`config.mk`:
```
export PLATFORM = sky130hd
export DESIGN_NAME = des_key_schedule
export DESIGN_NICKNAME = d
export VERILOG_FILES = /design/src/rtl/des_key_schedule.sv
export SDC_FILE = /design/constraint.sdc
export NUM_CORES = 1
export LEC_CHECK = 0
export BUFFER_PORTS_ARGS = -buffer_cell sky130_fd_sc_hd__buf_2
export CORE_MARGIN = 3
export CORE_UTILIZATION = 53
export CTS_BUF_LIST = sky130_fd_sc_hd__clkbuf_8
export DETAILED_ROUTE_END_ITERATION = 16
export GPL_ROUTABILITY_DRIVEN = 0
export PLACE_DENSITY_LB_ADDON = 0.3
export SETUP_SLACK_MARGIN = 0.2
export SKIP_LAST_GASP = 1
export SYNTH_ARGS = -nofsm -noshare
export SYNTH_HDL_FRONTEND = slang
export SYNTH_SLANG_ARGS = --single-unit
export TNS_END_PERCENT = 100
```
`constraint.sdc`:
```
create_clock -name clk -period 4.95 [get_ports clk]
set_input_delay 0.2475 -clock clk [delete_from_list [all_inputs] [get_ports clk]]
set_output_delay 0.2475 -clock clk [all_outputs]
set_load 0.02 [all_outputs]
```
`src/rtl/des_key_schedule.sv`:
```
// Sequential DES key-schedule stage: turns the PC-1 output into sixteen rotated C||D words, one per handshake.
// Optional decrypt schedule (right rotations) is built only when DES_KEY_SCHED_DECRYPT_EN is defined.
module des_key_schedule #(
    parameter int ROUNDS = 16
) (
    input  logic        clk,
    input  logic        rst_n,
    input  logic        load,
    input  logic [56:1] key_in,
    input  logic        decrypt,
    input  logic        key_ready,
    output logic        key_valid,
    output logic [56:1] cd_out,
    output logic [3:0]  round,
    output logic        busy,
    output logic        done
);

    localparam logic [1:0] S_IDLE = 2'd0;
    localparam logic [1:0] S_RUN  = 2'd1;
    localparam logic [1:0] S_DONE = 2'd2;

    localparam logic [3:0] LAST_ROUND = 4'(ROUNDS - 1);

    logic [1:0]  state_q, state_d;
    logic [56:1] cd_q, cd_d;
    logic [3:0]  round_q, round_d;
    logic        valid_q, valid_d;
    logic        busy_q, busy_d;
    logic        done_q, done_d;
    logic [3:0]  next_round;
    logic        shift_two;

    // Rotate each 28-bit half independently by one or two places.
    function automatic logic [56:1] rot_left(input logic [56:1] cd, input logic two);
        logic [28:1] c;
        logic [28:1] d;
        c = cd[56:29];
        d = cd[28:1];
        if (two) begin
            c = {c[26:1], c[28:27]};
            d = {d[26:1], d[28:27]};
        end else begin
            c = {c[27:1], c[28]};
            d = {d[27:1], d[28]};
        end
        return {c, d};
    endfunction

`ifdef DES_KEY_SCHED_DECRYPT_EN
    function automatic logic [56:1] rot_right(input logic [56:1] cd, input logic two);
        logic [28:1] c;
        logic [28:1] d;
        c = cd[56:29];
        d = cd[28:1];
        if (two) begin
            c = {c[2:1], c[28:3]};
            d = {d[2:1], d[28:3]};
        end else begin
            c = {c[1], c[28:2]};
            d = {d[1], d[28:2]};
        end
        return {c, d};
    endfunction

    logic mode_q, mode_d;
`else
    logic unused_decrypt;
    assign unused_decrypt = decrypt;
`endif

    // Past round 0 both schedules shift by 1 at rounds 1, 8 and 15 and by 2 elsewhere;
    // only the direction differs between encrypt and decrypt.
    assign next_round = round_q + 4'd1;
    assign shift_two  = !((next_round == 4'd1) || (next_round == 4'd8) || (next_round == 4'd15));

    // NOTE: every always_comb output gets a default first so no path leaves it unassigned (no latch).
    always_comb begin
        state_d = state_q;
        cd_d    = cd_q;
        round_d = round_q;
        valid_d = valid_q;
        busy_d  = busy_q;
        done_d  = 1'b0;
`ifdef DES_KEY_SCHED_DECRYPT_EN
        mode_d  = mode_q;
`endif
        case (state_q)
            S_IDLE: begin
                if (load) begin
                    state_d = S_RUN;
                    round_d = 4'd0;
                    valid_d = 1'b1;
                    busy_d  = 1'b1;
`ifdef DES_KEY_SCHED_DECRYPT_EN
                    mode_d  = decrypt;
                    cd_d    = decrypt ? key_in : rot_left(key_in, 1'b0);
`else
                    cd_d    = rot_left(key_in, 1'b0);
`endif
                end
            end
            S_RUN: begin
                if (valid_q && key_ready) begin
                    if (round_q == LAST_ROUND) begin
                        valid_d = 1'b0;
                        done_d  = 1'b1;
                        state_d = S_DONE;
                    end else begin
                        round_d = next_round;
`ifdef DES_KEY_SCHED_DECRYPT_EN
                        cd_d    = mode_q ? rot_right(cd_q, shift_two) : rot_left(cd_q, shift_two);
`else
                        cd_d    = rot_left(cd_q, shift_two);
`endif
                    end
                end
            end
            S_DONE: begin
                state_d = S_IDLE;
                busy_d  = 1'b0;
            end
            default: begin
                state_d = S_IDLE;
                valid_d = 1'b0;
                busy_d  = 1'b0;
            end
        endcase
    end

    // NOTE: sequential state uses non-blocking assignments so all registers update from pre-edge values.
    always_ff @(posedge clk or negedge rst_n) begin
        if (!rst_n) begin
            state_q <= S_IDLE;
            cd_q    <= '0;
            round_q <= '0;
            valid_q <= 1'b0;
            busy_q  <= 1'b0;
            done_q  <= 1'b0;
        end else begin
            state_q <= state_d;
            cd_q    <= cd_d;
            round_q <= round_d;
            valid_q <= valid_d;
            busy_q  <= busy_d;
            done_q  <= done_d;
        end
    end

`ifdef DES_KEY_SCHED_DECRYPT_EN
    always_ff @(posedge clk or negedge rst_n) begin
        if (!rst_n) begin
            mode_q <= 1'b0;
        end else begin
            mode_q <= mode_d;
        end
    end
`endif

    assign key_valid = valid_q;
    assign cd_out    = cd_q;
    assign round     = round_q;
    assign busy      = busy_q;
    assign done      = done_q;

endmodule

```
* Word-level counts from Yosys, hierarchy flattened *
Index checks and enable logic that the tools add are counted.

operators by class
  $add $sub $neg = 1
  multiply operators = 0
  divide/modulo/power cells = 0
  order comparisons = 0
  eq/ne operators = 10
  shifts and indexed selects = 0
  multiplexer cells = 22
  bitwise logic cells = 2
  reductions and logical operators = 9

operators by type and width
  kind                   number
  $mux W56               3
  $pmux W56 S2           1
  $mux W28               2
  $eq A4 B4 Y1 const B   3
  $mux W4                3
  $ne A2 B2 Y1 const B   4
  $pmux W4 S2            1
  $reduce_and A4 Y1      2
  $mux W1                6
  $mux W2                3
  $add A4 B1 Y4 const B  1
  $eq A4 B1 Y1 const B   1
  $pmux W2 S2            1
  $pmux W1 S3            1
  $reduce_and A3 Y1      1
  $eq A2 B1 Y1 const B   1
  $eq A2 B2 Y1 const B   1
  $logic_not A2 Y1       1
  $logic_or A1 B1 Y1     2
  $not A1 Y1             2
  $pmux W1 S2            1
  $reduce_and A2 Y1      1
  $reduce_bool A2 Y1     1
  $logic_and A1 B1 Y1    1

storage, ports and cells
  register bits after elaboration = 65
  latch bits = 0
  RAM bits = 0
  bits in read-only memories = 0
  input port bits = 61
  output and inout port bits = 63
  word-level logic and storage cells = 50
  memories = 0

* Logic depth before layout (Yosys ltp) *
  depth in word-level cells = 8
  gate-level depth with buffers = 9
  gate-level depth less buffers = 7

* Worst setup path after synthesis *
Ideal clock, no wire load.

  path type = reg-to-reg
  from = reg round_q[0] (netlist: round[0])
  to = reg cd_q, in the netlist cd_out[2]
  setup time = 77 ps
  data arrival time = 1,919 ps
  data required time = 4,873 ps
  slack = 2,954 ps
  cell stages (with the launch flop) = 9
  buffers on the path = 2
  period minus slack after synthesis = 1,996 ps
  cells stage by stage = dfrtp_1 > ha_1 > nand3_1 > nand4_1 > a21oi_1 > buf_2 > buf_2 > o22ai_1 > a21oi_1

on the way
  longest elaborated chain between the ends = 8
  elaborated cells on any way between the ends = 13
  classes of those cells = add/sub (1); eq/ne (5); mux (4); reduce/logical (3)

ends and longest elaborated chain
  element                                       line  text
  start, declared                               27    logic [3:0] round_q, round_d;
  start signal, assigned                        143   round_q <= round_d;
  $add A4 B1 Y4                                 74    assign next_round = round_q + 4'd1;
  $eq A4 B1 Y1 or $eq A4 B4 Y1 (tied branches)  75    assign shift_two = !((next_round == 4'd1) || (next_round == 4'd8) || (next_round == 4'd15));
  $logic_or A1 B1 Y1 (2 in a row)               75
  $mux W28                                      40    if (two) begin
  $mux W56                                      105   if (round_q == LAST_ROUND) begin
  $mux W56                                      104   if (valid_q && key_ready) begin
  $pmux W56 S2                                  88    case (state_q)
  end signal, assigned                          135   cd_q <= '0;
  end signal, assigned                          142   cd_q <= cd_d;
  end, declared                                 26    logic [56:1] cd_q, cd_d;

Several ways; a longest one is shown, not always the timed one. The select of a mux whose other input is x is not followed.
A chain may end at the register's enable or synchronous reset.

* Worst setup path after layout *
  from = reg round_q[0] (netlist: round[0])
  to = reg cd_q, in the netlist cd_out[49]

Same word-level chain as after synthesis.

==> impl_metrics.py <==
metrics = {
    "yosys": {
        "yosysSeqAreaShare_pct": 49.98,
        "synth.distinct_cells": 30,
        "synth_area_leader_cell": "dfrtp_1",
        "async_reset_ff_share_pct": 100.0,
        "synth_cells": 305,
        "synth_edf_count": 0,
        "syn_area_um2": 3254,
        "synthesis.nets": 369,
        "synth_top_area_share_pct": 49.98,
        "ys_seq_elements": 65,
        "ys.warnings.count": 0,
        "synth-main-ff-cell": "dfrtp_1",
        "syn_avg_cell_area_um2": 10.67,
        "synthTopCellsByArea": "dfrtp_1, mux2i_1, o22ai_1",
    },
    "sta": {
        "slew_viol_final": 0,
        "min_period_over_period_pct": 59.87,
        "max_slew_margin_pct": 23.62,
        "worst_pin_slew_ps": 1146,
        "skew_ps": 10.78,
        "finalHoldViolCount": 0,
        "finalSetupViolations": 0,
        "rsz0062_at_grt": "false",
        "min_period_ps": 2964,
        "fin_tns_setup_ps": 0,
        "whs_ps": 101.2,
        "fmax_mhz": 337.4,
    },
    "worst_setup_path": {
        "worstPathArrival_ps": 3210,
        "end_kind": "register",
        "critical_path_class": "reg2reg",
        "start_kind": "register",
        "cp_data_required_time_ps": 5200,
        "cp_max_fo": 43,
    },
    "floorplanning": {
        "io_pins": 124,
        "die_y_um": 84.36,
        "core_um2": 5709,
        "num_rows": 27,
        "start_util_pct": 57.00,
        "die_area_um2": 7117,
        "die_w_um": 84.36,
    },
    "job": {
        "cap_violations": 0,
    },
    "cells_and_area": {
        "fillers": 462,
        "num_antenna_cells": 0,
        "multi_input_area_um2": 1485,
        "ff_latch_area_um2": 1627,
        "drive_gt1_share_pct": 33.97,
        "synthToLayoutAreaGrowth_pct": 24.18,
        "nets": 481,
        "final_area_um2": 4041,
    },
    "pwr": {
        "peakVddDrop_v": 0.0008435,
        "power_mw": 2.858,
        "pwr_density_cell_nw_per_um2": 707.3,
        "leakage_nw": 1.750,
    },
    "clock_network": {
        "clockRootBuffer": "clkbuf_8",
        "cts_resized": 0,
        "post-cts-setup-buffer-count": 0,
        "cts.hold.buffers_added": 0,
        "clk_latency_ps": 320,
        "cts_buffers": 9,
        "path_clk_slew_ps": 70,
        "clock-sinks": 65,
        "cts_tree": "yes",
        "clockBufferDepth": 2,
        "htree_levels": 3,
    },
    "detailed_routing": {
        "drc": 0,
        "ant_nets": 0,
        "via_per_inst": 5.919,
        "wl_per_cell_um": 16.63,
        "first_pass_iters": 4,
        "num_vias": 2918,
        "wl_um": 8200,
        "first_iter_violations": 144,
    },
    "grt": {
        "antenna_found_initial": 0,
        "grt_pass1_vias": 2899,
        "grt_pass1_wl_um": 13480,
        "grt_max_degree": 66,
        "grt_usage_pct": 22.83,
        "grt_overflow": 0,
    },
    "hold_path": {
        "hp-class": "in2async",
    },
    "placed_design": {
        "post_dp_cell_area_um2": 3865,
        "port_buffers": 122,
        "dp_hpwl_um": 5259,
    },
    "status": {
        "status": "complete, no violations",
    },
}
-- cell families (layout without fill, tap and decap cells) --
group | Yosys count | in the layout | synth area share [%]
compound gates | 131 | 131 | 22.95
fa+ha+maj | 3 | 3 | 1.154
buf+inv | 31 | 147 | 5.498
flops | 65 | 65 | 49.98
mux | 56 | 56 | 17.22
simple gates | 19 | 19 | 3.191
-- cell usage after synthesis, drive strengths merged, types with 3 or more instances --
cell	instances
mux2i	56
nand3	3
ha	3
a21oi	61
dfrtp	65
nand2	4
o22ai	57
buf	11
clkbuf	14
inv	6
o21ai	6
-- cell usage in the layout, fill, tap and decap left out, types with 2 or more instances in the layout --
cell type,count
buf_2,122
dfrtp_1,65
a21oi_1,60
o22ai_1,57
mux2i_1,56
clkbuf_8,9
inv_1,8
nand2_1,4
buf_4,4
nand3_1,3
o21ai_0,3
o21ai_1,3
ha_1,3
clkinv_2,3
nor3_1,2
nand4_1,2
-- area by class of cell --
| class | instances | area share (%) |
|---|---|---|
| flip-flops and latches | 65 | 40.25 |
| multi-input cells | 209 | 36.75 |
| repair buffers | 126 | 15.85 |
| clock buffers | 9 | 3.065 |
| well taps | 72 | 2.229 |
| clock inverters | 6 | 1.300 |
| inverters | 6 | 0.5573 |
-- state kept, by name (all words and copies together), names as in the netlist --
register and flops:
cd_out 56, round 4, state_q 2, busy 1, done 1, key_valid 1
-- layer usage --
metal	track usage, %	vias to the layer above	part of all wire, %
li1	-	1393	-
met1	30.33	1419	43
met4	8.921	0	1.2
met3	4.711	8	6.5
met5	0	-	0
met2	36.87	98	49
-- metrics by stage --
stage | worst slack, ps | instances | utilization (%)
6_report | 1986 | 493 | 70.79
5_1_grt | 1771 | 493 | 70.79
4_1_cts | 2008 | 493 | 70.79
3_5_place_dp | 2022 | 478 | 67.70
3_3_place_gp | 2156 | 478 | 67.70
2_1_floorplan | 2954 | 305 | -
-- worst max-delay path: stages, from the launching register on --
cell and delay (ps):
dfrtp_1 450, ha_1 320, nand3_1 220, nand4_1 270, a21oi_4 950, buf_4 370
o22ai_1 110, a21oi_1 180
-- final timing paths --
check                                    endpoint  slack [ps]  cells after the start                 start
max                        cd_out[49]$_DFFE_PN0P_        1990                      7  round[0]$_DFFE_PN0P_
min in group clk           cd_out[47]$_DFFE_PN0P_         210                      3            key_in[46]
max in group asynchronous  cd_out[32]$_DFFE_PN0P_        4310                      2                 rst_n
max reg2reg                cd_out[49]$_DFFE_PN0P_        1990                      7  round[0]$_DFFE_PN0P_
min                          round[3]$_DFFE_PN0P_         100                      2                 rst_n
min reg2reg                      busy$_DFFE_PN0P_         520                      2      busy$_DFFE_PN0P_
-- power by group --
part           internal (mW)  switching, mW
clock                  0.224          0.191
combinational          0.615          0.899
sequential             0.723          0.206
Power figures use the tool's default switching activity.
